--- src/rtl/freq_sel_pkg.sv ---
// Shared definitions for the operator frequency-select path.
// Holds the sel_freq code points (also decoded by the downstream divider),
// the button debounce FSM state encoding and a one-hot LED decode helper.
package freq_sel_pkg;

  // Frequency select codes seen by the 100 MHz divider.
  localparam logic [1:0] SEL_1HZ  = 2'd0;
  localparam logic [1:0] SEL_2HZ  = 2'd1;
  localparam logic [1:0] SEL_5HZ  = 2'd2;
  localparam logic [1:0] SEL_10HZ = 2'd3;

  // Per-button debounce FSM states. The debounced level is high in
  // PRESSED and CHECK_RELEASE.
  typedef enum logic [1:0] {
    IDLE          = 2'd0,
    CHECK_PRESS   = 2'd1,
    PRESSED       = 2'd2,
    CHECK_RELEASE = 2'd3
  } db_state_e;

  // One-hot LED pattern for a select code: bit n set when sel == n.
  function automatic logic [3:0] sel_onehot(input logic [1:0] sel);
    return 4'b0001 << sel;
  endfunction

endpackage : freq_sel_pkg

--- src/rtl/btn_debounce.sv ---
// Purpose : 2-flop synchronizer plus debounce FSM for one raw push button.
// Latency : press_evt fires DEBOUNCE_CYCLES cycles after the first synchronized-high cycle.
// Backpressure: none; the raw button is sampled every cycle, press_evt is a single-cycle pulse.
//
// Ports:
//   clk       - system clock
//   rst       - asynchronous active-high reset
//   btn       - raw button, asynchronous to clk, active-high
//   level     - debounced button level (high in PRESSED / CHECK_RELEASE)
//   press_evt - one-cycle pulse on the CHECK_PRESS -> PRESSED transition
module btn_debounce
  import freq_sel_pkg::*;
#(
  parameter int unsigned DEBOUNCE_CYCLES = 2_000_000
) (
  input  logic clk,
  input  logic rst,
  input  logic btn,
  output logic level,
  output logic press_evt
);

  // The counter only ever has to reach DEBOUNCE_CYCLES-1; keep at least one
  // bit so a degenerate DEBOUNCE_CYCLES of 1 still elaborates.
  localparam int CW = (DEBOUNCE_CYCLES > 1) ? $clog2(DEBOUNCE_CYCLES) : 1;
  localparam logic [CW-1:0] CNT_LAST = CW'(DEBOUNCE_CYCLES - 1);

  logic          sync1_q;
  logic          sync2_q;
  db_state_e     state_q;
  db_state_e     state_d;
  logic [CW-1:0] cnt_q;
  logic [CW-1:0] cnt_d;

  // Two-flop synchronizer; nothing downstream looks at the raw input.
  always_ff @(posedge clk or posedge rst) begin
    if (rst) begin
      sync1_q <= 1'b0;
      sync2_q <= 1'b0;
    end else begin
      sync1_q <= btn;
      sync2_q <= sync1_q;
    end
  end

  always_ff @(posedge clk or posedge rst) begin
    if (rst) begin
      state_q <= IDLE;
      cnt_q   <= '0;
    end else begin
      state_q <= state_d;
      cnt_q   <= cnt_d;
    end
  end

  // Each CHECK_* state needs DEBOUNCE_CYCLES consecutive cycles of the new
  // value (counter 0..DEBOUNCE_CYCLES-1); any opposite sample aborts back to
  // the state it came from with the counter cleared.
  always_comb begin
    state_d   = state_q;
    cnt_d     = cnt_q;
    press_evt = 1'b0;
    unique case (state_q)
      IDLE: begin
        cnt_d = '0;
        if (sync2_q) begin
          state_d = CHECK_PRESS;
        end
      end
      CHECK_PRESS: begin
        if (!sync2_q) begin
          state_d = IDLE;
          cnt_d   = '0;
        end else if (cnt_q == CNT_LAST) begin
          state_d   = PRESSED;
          cnt_d     = '0;
          press_evt = 1'b1;
        end else begin
          cnt_d = cnt_q + 1'b1;
        end
      end
      PRESSED: begin
        cnt_d = '0;
        if (!sync2_q) begin
          state_d = CHECK_RELEASE;
        end
      end
      CHECK_RELEASE: begin
        if (sync2_q) begin
          state_d = PRESSED;
          cnt_d   = '0;
        end else if (cnt_q == CNT_LAST) begin
          state_d = IDLE;
          cnt_d   = '0;
        end else begin
          cnt_d = cnt_q + 1'b1;
        end
      end
      default: begin
        state_d = IDLE;
        cnt_d   = '0;
      end
    endcase
  end

  assign level = (state_q == PRESSED) || (state_q == CHECK_RELEASE);

endmodule : btn_debounce

--- src/rtl/freq_sel_ctrl.sv ---
// Purpose : operator up/down buttons -> 2-bit sel_freq for the 100 MHz divider, LED and change strobe.
// Latency : sel_freq/led_sel/sel_changed register one cycle after a debounced press event.
// Backpressure: none; inputs are free-running buttons and outputs update every cycle.
//
// Ports:
//   clk         - system clock (100 MHz)
//   rst         - asynchronous active-high reset
//   btn_up      - raw up button, asynchronous to clk
//   btn_dn      - raw down button, asynchronous to clk
//   sel_freq    - divider select: 0=1 Hz, 1=2 Hz, 2=5 Hz, 3=10 Hz
//   sel_changed - one-cycle pulse in the cycle sel_freq takes a new value
//   led_sel     - one-hot copy of sel_freq
module freq_sel_ctrl
  import freq_sel_pkg::*;
#(
  parameter int unsigned SYS_FREQ        = 100_000_000,
  parameter int unsigned DEBOUNCE_CYCLES = 2_000_000,
  parameter int unsigned HOLD_CYCLES     = 100_000_000
) (
  input  logic       clk,
  input  logic       rst,
  input  logic       btn_up,
  input  logic       btn_dn,
  output logic [1:0] sel_freq,
  output logic       sel_changed,
  output logic [3:0] led_sel
);

  // SYS_FREQ only documents the clock the cycle counts are derived from; it
  // appears solely in this elaboration-time sanity guard.
  if (SYS_FREQ == 0) begin : g_sys_freq_zero
  end

  // The hold counter must be able to hold HOLD_CYCLES itself (its saturation
  // value), hence the +1 before taking the log.
  localparam int HW = (HOLD_CYCLES > 0) ? $clog2(HOLD_CYCLES + 1) : 1;
  localparam logic [HW-1:0] HOLD_MAX  = HW'(HOLD_CYCLES);
  localparam logic [HW-1:0] HOLD_LAST = HW'(HOLD_CYCLES - 1);

  logic          up_level_unused;
  logic          up_evt;
  logic          dn_level;
  logic          dn_evt;

  logic [HW-1:0] hold_q;
  logic [HW-1:0] hold_d;
  logic          hold_clr;

  logic [1:0]    sel_q;
  logic [1:0]    sel_d;
  logic          chg_q;
  logic          chg_d;
  logic [3:0]    led_q;
  logic [3:0]    led_d;

  // The up button only acts on press events; its level is not needed here.
  btn_debounce #(
    .DEBOUNCE_CYCLES(DEBOUNCE_CYCLES)
  ) u_db_up (
    .clk      (clk),
    .rst      (rst),
    .btn      (btn_up),
    .level    (up_level_unused),
    .press_evt(up_evt)
  );

  btn_debounce #(
    .DEBOUNCE_CYCLES(DEBOUNCE_CYCLES)
  ) u_db_dn (
    .clk      (clk),
    .rst      (rst),
    .btn      (btn_dn),
    .level    (dn_level),
    .press_evt(dn_evt)
  );

  // Hold counter: number of consecutive cycles the debounced down level has
  // been high, saturating. The clear fires on the cycle that takes it to
  // HOLD_CYCLES; saturation makes that happen once per press.
  always_comb begin
    hold_d   = hold_q;
    hold_clr = 1'b0;
    if (!dn_level) begin
      hold_d = '0;
    end else if (hold_q != HOLD_MAX) begin
      hold_d   = hold_q + 1'b1;
      hold_clr = (hold_q == HOLD_LAST);
    end
  end

  // Selection update. The long-hold clear overrides any same-cycle event;
  // simultaneous up and down presses cancel.
  always_comb begin
    sel_d = sel_q;
    if (hold_clr) begin
      sel_d = SEL_1HZ;
    end else if (up_evt && !dn_evt) begin
      sel_d = sel_q + 2'd1;
    end else if (dn_evt && !up_evt) begin
      sel_d = sel_q - 2'd1;
    end
    chg_d = (sel_d != sel_q);
    led_d = sel_onehot(sel_d);
  end

  always_ff @(posedge clk or posedge rst) begin
    if (rst) begin
      hold_q <= '0;
      sel_q  <= SEL_1HZ;
      chg_q  <= 1'b0;
      led_q  <= 4'b0001;
    end else begin
      hold_q <= hold_d;
      sel_q  <= sel_d;
      chg_q  <= chg_d;
      led_q  <= led_d;
    end
  end

  assign sel_freq    = sel_q;
  assign sel_changed = chg_q;
  assign led_sel     = led_q;

endmodule : freq_sel_ctrl
--- config.mk ---
export PLATFORM = sky130hd
export DESIGN_NAME = freq_sel_ctrl
export DESIGN_NICKNAME = d
export VERILOG_FILES = /design/src/rtl/freq_sel_pkg.sv /design/src/rtl/btn_debounce.sv /design/src/rtl/freq_sel_ctrl.sv
export SDC_FILE = /design/constraint.sdc
export NUM_CORES = 1
export LEC_CHECK = 0
export BUFFER_PORTS_ARGS = -buffer_cell sky130_fd_sc_hd__buf_2
export CAP_MARGIN = 40
export CORE_MARGIN = 4
export CORE_UTILIZATION = 25
export DETAILED_ROUTE_END_ITERATION = 10
export HOLD_SLACK_MARGIN = 0.12
export PLACE_DENSITY = 0.36
export SLEW_MARGIN = 5
export SYNTH_ARGS = -nofsm -noshare
export SYNTH_HDL_FRONTEND = slang
export SYNTH_HIERARCHICAL = 1
export SYNTH_SLANG_ARGS = --single-unit
--- constraint.sdc ---
create_clock -name clk -period 2.9 [get_ports clk]
set_clock_uncertainty 0.2 [all_clocks]
set_input_delay 0.58 -clock clk [delete_from_list [all_inputs] [get_ports clk]]
set_output_delay 0.58 -clock clk [all_outputs]
set_load 0.02 [all_outputs]
==> flow_metrics.env, run 1 <==
export IMPL_drc=0
export IMPL_rsz0062_at_grt="no"
export IMPL_multi_input_area_mm2=0.00218
export IMPL_place_ws_ns=0.107
export IMPL_nets=462
export IMPL_dp_hpwl_um=6430
export IMPL_layout_drive_gt1_share_pct=15.0
export IMPL_syn_instance_count=443
export IMPL_insertion_delay_ns=0.35
export IMPL_drt_first_pass_iters=4
export IMPL_fin_crit_sh_pct=93.2
export IMPL_antenna_cells=0
export IMPL_cts_clk_slew_worst_paths_ns=0.06
export IMPL_die_x_um=142
export IMPL_min_path_type="in -> reg"
export IMPL_holdWs_ns=0.140
export IMPL_power_mw=2.49
export IMPL_period_minus_slack_ns=2.70
export IMPL_stdcell_area_mm2=0.00507
export IMPL_die_area_mm2=0.0201
export IMPL_worst_setup_path_end_kind="flop"
export IMPL_cts_tree="done"
export IMPL_fin_cells=684
export IMPL_grt_pass1_wl_um=16600
export IMPL_cp_max_fo=4
export IMPL_syn_cell_area_mm2=0.00447
export IMPL_drv_cap=0
export IMPL_clock_sinks=84
export IMPL_syn2layout_area_growth_pct=13.5
export IMPL_p_per_area_mw_per_mm2=491
export IMPL_yosysWarnings=6
export IMPL_core_area_mm2=0.0174
export IMPL_final_seq_area_mm2=0.00210
export IMPL_vdd_drop_max_mv=0.279
export IMPL_overflow=0
export IMPL_setup_tns_final_ns=0
export IMPL_vias=3263
export IMPL_fin_ws_ns=0.198
export IMPL_crit_required_ns=2.93
export IMPL_drtAntennaViolNets=0
export IMPL_setup_viol=0
export IMPL_die_h_um=142
export IMPL_max_slew_margin_pct=62.0
export IMPL_dr_first_iter_drc_count=175
export IMPL_arrival_ns=2.73
export IMPL_syn_num_nets=451
export IMPL_start_kind="flop"
export IMPL_syn_area_per_cell_um2=10.1
export IMPL_slew_viol_final=0
export IMPL_path_class="reg -> reg"
export IMPL_postLayoutCoreUtil_pct=29.1
export IMPL_wl_um=9690
export IMPL_hold_viol=0
export IMPL_gp_congestion=0.730
export IMPL_placed_cells=666
export IMPL_antenna_found_initial=0
export IMPL_wl_per_cell_um=14.2
export IMPL_outcome="finished, final reports clean"
export IMPL_grt_pass1_vias=3187
export IMPL_fmax_mhz=370
export IMPL_cts_root_buf="clkbuf_16"
export IMPL_cts_buffers=9
export IMPL_cts_max_level=3
export IMPL_fillers=1832
export IMPL_routed_via_density=4.77
export IMPL_io_buffer_count=10
export IMPL_grt_total_usage_pct=10.4
export IMPL_cts_max_path_buffers=2
export IMPL_power_leakage_nw=2.02
export IMPL_placed_cell_area_mm2=0.00473
export IMPL_fp_row_count=48
export IMPL_ios=11
export IMPL_grt_max_degree=35
export IMPL_tightest_slew_ns=0.569
export IMPL_start_util_pct=25.7
-- layout make-up --
type / count / area share [%]
well taps: 225 / 5.55
multi-input cells: 324 / 43.0
clock inverters: 4 / 1.43
inverters: 14 / 1.04
repair buffers: 21 / 2.66
clock buffers: 12 / 4.86
flip-flops and latches: 84 / 41.4
-- placed cells by master (no fill, tap or decap), types with 12 or more instances in the layout --
master,count
nand4_1,21
o31ai_1,12
nand2_1,24
or4_1,12
inv_1,13
dfrtp_1,83
or3_1,15
a21oi_1,30
xor2_1,32
nand3_1,24
o21ai_0,16
nor2_1,51
-- report_power, final --
group	total [mW]	switching [mW]	internal [mW]
sequential	1.18	0.00545	1.18
combinational	0.0489	0.0381	0.0108
clock	1.26	0.481	0.778
-- routing by layer --
metal,vias to the layer above,part of all wire (%),GRT usage [%]
li1,1616,-,-
met1,1604,50,14.2
met2,30,45,15.7
met3,13,2.9,2.70
met4,0,1.9,4.29
met5,-,0,0
-- flip-flops by register name, summed over array words and instances (netlist names), named ones only --
signal and cells:
u_db_dn/sync2_q 1, u_db_up/sync1_q 1, u_db_dn/state_q 1, hold_q 27
u_db_up/cnt_q 21, u_db_dn/sync1_q 1, led_sel 4, u_db_dn/cnt_q 21
u_db_up/sync2_q 1, sel_freq 2, u_db_up/state_q 1, sel_changed 1
-- worst paths after layout --
check / cells after the start / from / endpoint / slack, ns
hold / removal: 1 / btn_dn / u_db_dn/sync1_q / 0.14
hold reg to reg: 0 / u_db_dn/sync1_q / u_db_dn/sync2_q / 0.15
setup reg to reg: 8 / u_db_dn/cnt_q[13] / sel_freq[1] / 0.20
min in group asynchronous: 3 / rst / u_db_up/cnt_q[11] / 0.66
setup / recovery: 8 / u_db_dn/cnt_q[13] / sel_freq[1] / 0.20
max in group asynchronous: 4 / rst / u_db_up/cnt_q[8] / 1.26
-- timing repair --
action / in CTS / in global routing
setup buffers: 0 / 1
setup endpoints to repair: 0 / 6
hold buffers: 1 / 0
gates resized for setup: 0 / 2
hold endpoints to repair: 25 / 0
-- worst max-delay path, stage by stage (launching register included) --
cell and delay [ns]:
dfrtp_1 0.41, or4b_4 0.55, nor4_4 0.31, nand3_1 0.12, nor3b_2 0.23, or3b_2 0.46
o21ai_0 0.11, xnor2_1 0.15, nor2_1 0.05
No activity file was read; power rests on OpenSTA's default activity.
==> run 2: changes to the inputs <==
- CORE_UTILIZATION: 25 -> 56
- PLACE_DENSITY: 0.36 -> 0.71
==> run 2 against run 1 <==
  * Cell count shrank 17%
  * Fmax shrank 2.3%
  * Sequential power is essentially flat
  * Cell area shrank 3.4%
  * Global-route usage grew 8.6 points
  * Combinational power grew 2%
  * Total power shrank 9.5%
  * Utilization grew 34 points
  * Worst setup slack lost 0.063 ns
  * Critical path depth grew 1
  * Count of clock-buffer cells in the layout shrank 1
  * Hold slack gained 0.0010 ns
==> flow_metrics.env, run 2 (same netlist as run 1, synthesis figures left out) <==
export IMPL_cp_cell_sequence="or4b_4 -> nor4_4 -> nand3_1 -> nor3b_2 -> buf_4 -> or3b_4 -> o21ai_2 -> xnor2_1 -> nor2_1"
export IMPL_vias=3330
export IMPL_place_ws_ns=-0.00905
export IMPL_min_path_type="in -> reg"
export IMPL_r2r_start="u_db_dn/cnt_q[12]"
export IMPL_routed_via_density=5.87
export IMPL_grt_pass1_vias=3238
export IMPL_fin_crit_sh_pct=95.3
export IMPL_outcome="finished, final reports clean"
export IMPL_min_to="u_db_dn/sync1_q"
export IMPL_grt_max_degree=27
export IMPL_die_area_mm2=0.00948
export IMPL_dp_hpwl_um=5720
export IMPL_cts_buffers=9
export IMPL_fin_ws_ns=0.135
export IMPL_cts_max_path_buffers=2
export IMPL_antenna_found_initial=0
export IMPL_antenna_cells=0
export IMPL_cts_tree="done"
export IMPL_wl_per_cell_um=15.1
export IMPL_hold_start="btn_dn"
export IMPL_crit_required_ns=2.94
export IMPL_power_leakage_nw=2.03
export IMPL_path_delay_family="simple AND/OR/NAND/NOR gates"
export IMPL_worst_setup_path_end_kind="flop"
export IMPL_grt_total_usage_pct=19.0
export IMPL_p_per_area_mw_per_mm2=460
export IMPL_path_buf_inv=1
export IMPL_cp_slowest_stage_delay_ns=0.56
export IMPL_regToRegEndpoint="sel_freq[1]"
export IMPL_io_buffer_count=10
export IMPL_die_x_um=97.4
export IMPL_fp_row_count=32
export IMPL_setup_viol=0
export IMPL_reg2reg_slack_ns=0.14
export IMPL_layout_drive_gt1_share_pct=16.1
export IMPL_power_mw=2.26
export IMPL_top_regs="hold_q (27), u_db_dn/cnt_q (21), u_db_up/cnt_q (21)"
export IMPL_min_path_cells=1
export IMPL_fmax_mhz=362
export IMPL_mostFrequentLayoutCells="83 x dfrtp_1, 51 x nor2_1, 33 x xor2_1, 30 x a21oi_1"
export IMPL_drt_first_pass_iters=4
export IMPL_cts_root_buf="clkbuf_8"
export IMPL_drv_cap=0
export IMPL_gp_congestion=0.781
export IMPL_grt_pass1_wl_um=15000
export IMPL_wl_um=8540
export IMPL_path_class="reg -> reg"
export IMPL_vdd_drop_max_mv=0.333
export IMPL_syn2layout_area_growth_pct=9.65
export IMPL_top_register="hold_q"
export IMPL_r2r_cells=9
export IMPL_dr_first_iter_drc_count=146
export IMPL_period_minus_slack_ns=2.76
export IMPL_die_h_um=97.4
export IMPL_max_slew_margin_pct=45.9
export IMPL_setup_tns_final_ns=0
export IMPL_cts_clk_slew_worst_paths_ns=0.09
export IMPL_rsz0062_at_grt="no"
export IMPL_ios=11
export IMPL_drtAntennaViolNets=0
export IMPL_core_area_mm2=0.00773
export IMPL_tightest_slew_ns=0.811
export IMPL_clock_sinks=84
export IMPL_cp_max_fo=7
export IMPL_slew_viol_final=0
export IMPL_hold_viol=0
export IMPL_nets=468
export IMPL_drc=0
export IMPL_arrival_ns=2.80
export IMPL_cp_slowest_cell="or4b_4"
export IMPL_cts_max_level=3
export IMPL_start_kind="flop"
export IMPL_overflow=0
export IMPL_largest_reg_flops=27
export IMPL_final_common_cell="dfrtp_1"
export IMPL_start_util_pct=57.9
export IMPL_insertion_delay_ns=0.35
## run 2: changes by cell type in the layout (fill, tap and decap cells not counted), sizes merged
cell,previous run,this run
buf,20,25
bufinv,2,3
clkbuf,12,11
clkinvlp,1,0
dlygate4sd3,1,2
inv,13,14
## run 2: what timing repair did
item | CTS | global route
setup endpoints to repair | 1 | 1
resized for setup | 1 | 3
endpoints found under the hold margin | 37 | 0
gates cloned | 0 | 0
hold buffers | 2 | 0
setup buffers | 0 | 6
pin swaps | 0 | 4
## run 2: through the flow
step | utilization [%] | cells | hold WS, ns | instance area (um2)
2_1_floorplan | - | 443 | 0.131 | 4470
3_3_place_gp | 59.1 | 542 | 0.135 | 4560
3_5_place_dp | 59.3 | 543 | 0.136 | 4580
4_1_cts | 62.8 | 561 | 0.122 | 4850
5_1_grt | 63.5 | 567 | 0.135 | 4900
6_report | 63.5 | 567 | 0.141 | 4900
## run 2: layout make-up
class	instances	area, um2
Clock inverter	5	108
Tap cell	102	128
Multi-Input combinational cell	324	2180
Fill cell	617	2820
Inverter	14	52.6
Timing Repair Buffer	27	190
Sequential cell	84	2100
Clock buffer	11	141
## run 2: worst max-delay path by stage
| stage | start | endpoint | slack (ns) | depth (start not counted) |
|---|---|---|---|---|
| finish | u_db_dn/cnt_q[12] | sel_freq[1] | 0.14 | 9 |
| floorplan | u_db_dn/cnt_q[9] | sel_freq[1] | 0.17 | 9 |
| CTS | u_db_dn/cnt_q[9] | sel_freq[1] | 0.07 | 9 |
| global placement | u_db_dn/cnt_q[9] | sel_freq[1] | 0.009 | 9 |
| detailed placement | u_db_dn/cnt_q[9] | sel_freq[1] | -0.009 | 9 |
| global route | u_db_dn/cnt_q[13] | led_sel[3] | 0.008 | 9 |
## run 2: report_power, final
part / switching [mW] / internal [mW] / total, mW
logic: 0.0366 / 0.0135 / 0.0501
clock network: 0.422 / 0.601 / 1.02
registers: 0.00526 / 1.18 / 1.18
## run 2: routing by layer
layer | up-vias | share of wire [%] | wire length [um] | GRT usage (%)
met5 | - | 0 | 0 | 0
met4 | 0 | 1.6 | 133 | 7.88
met3 | 15 | 2.4 | 202 | 3.37
met2 | 49 | 48 | 4090 | 29.5
met1 | 1634 | 48 | 4110 | 26.2
li1 | 1632 | - | - | -
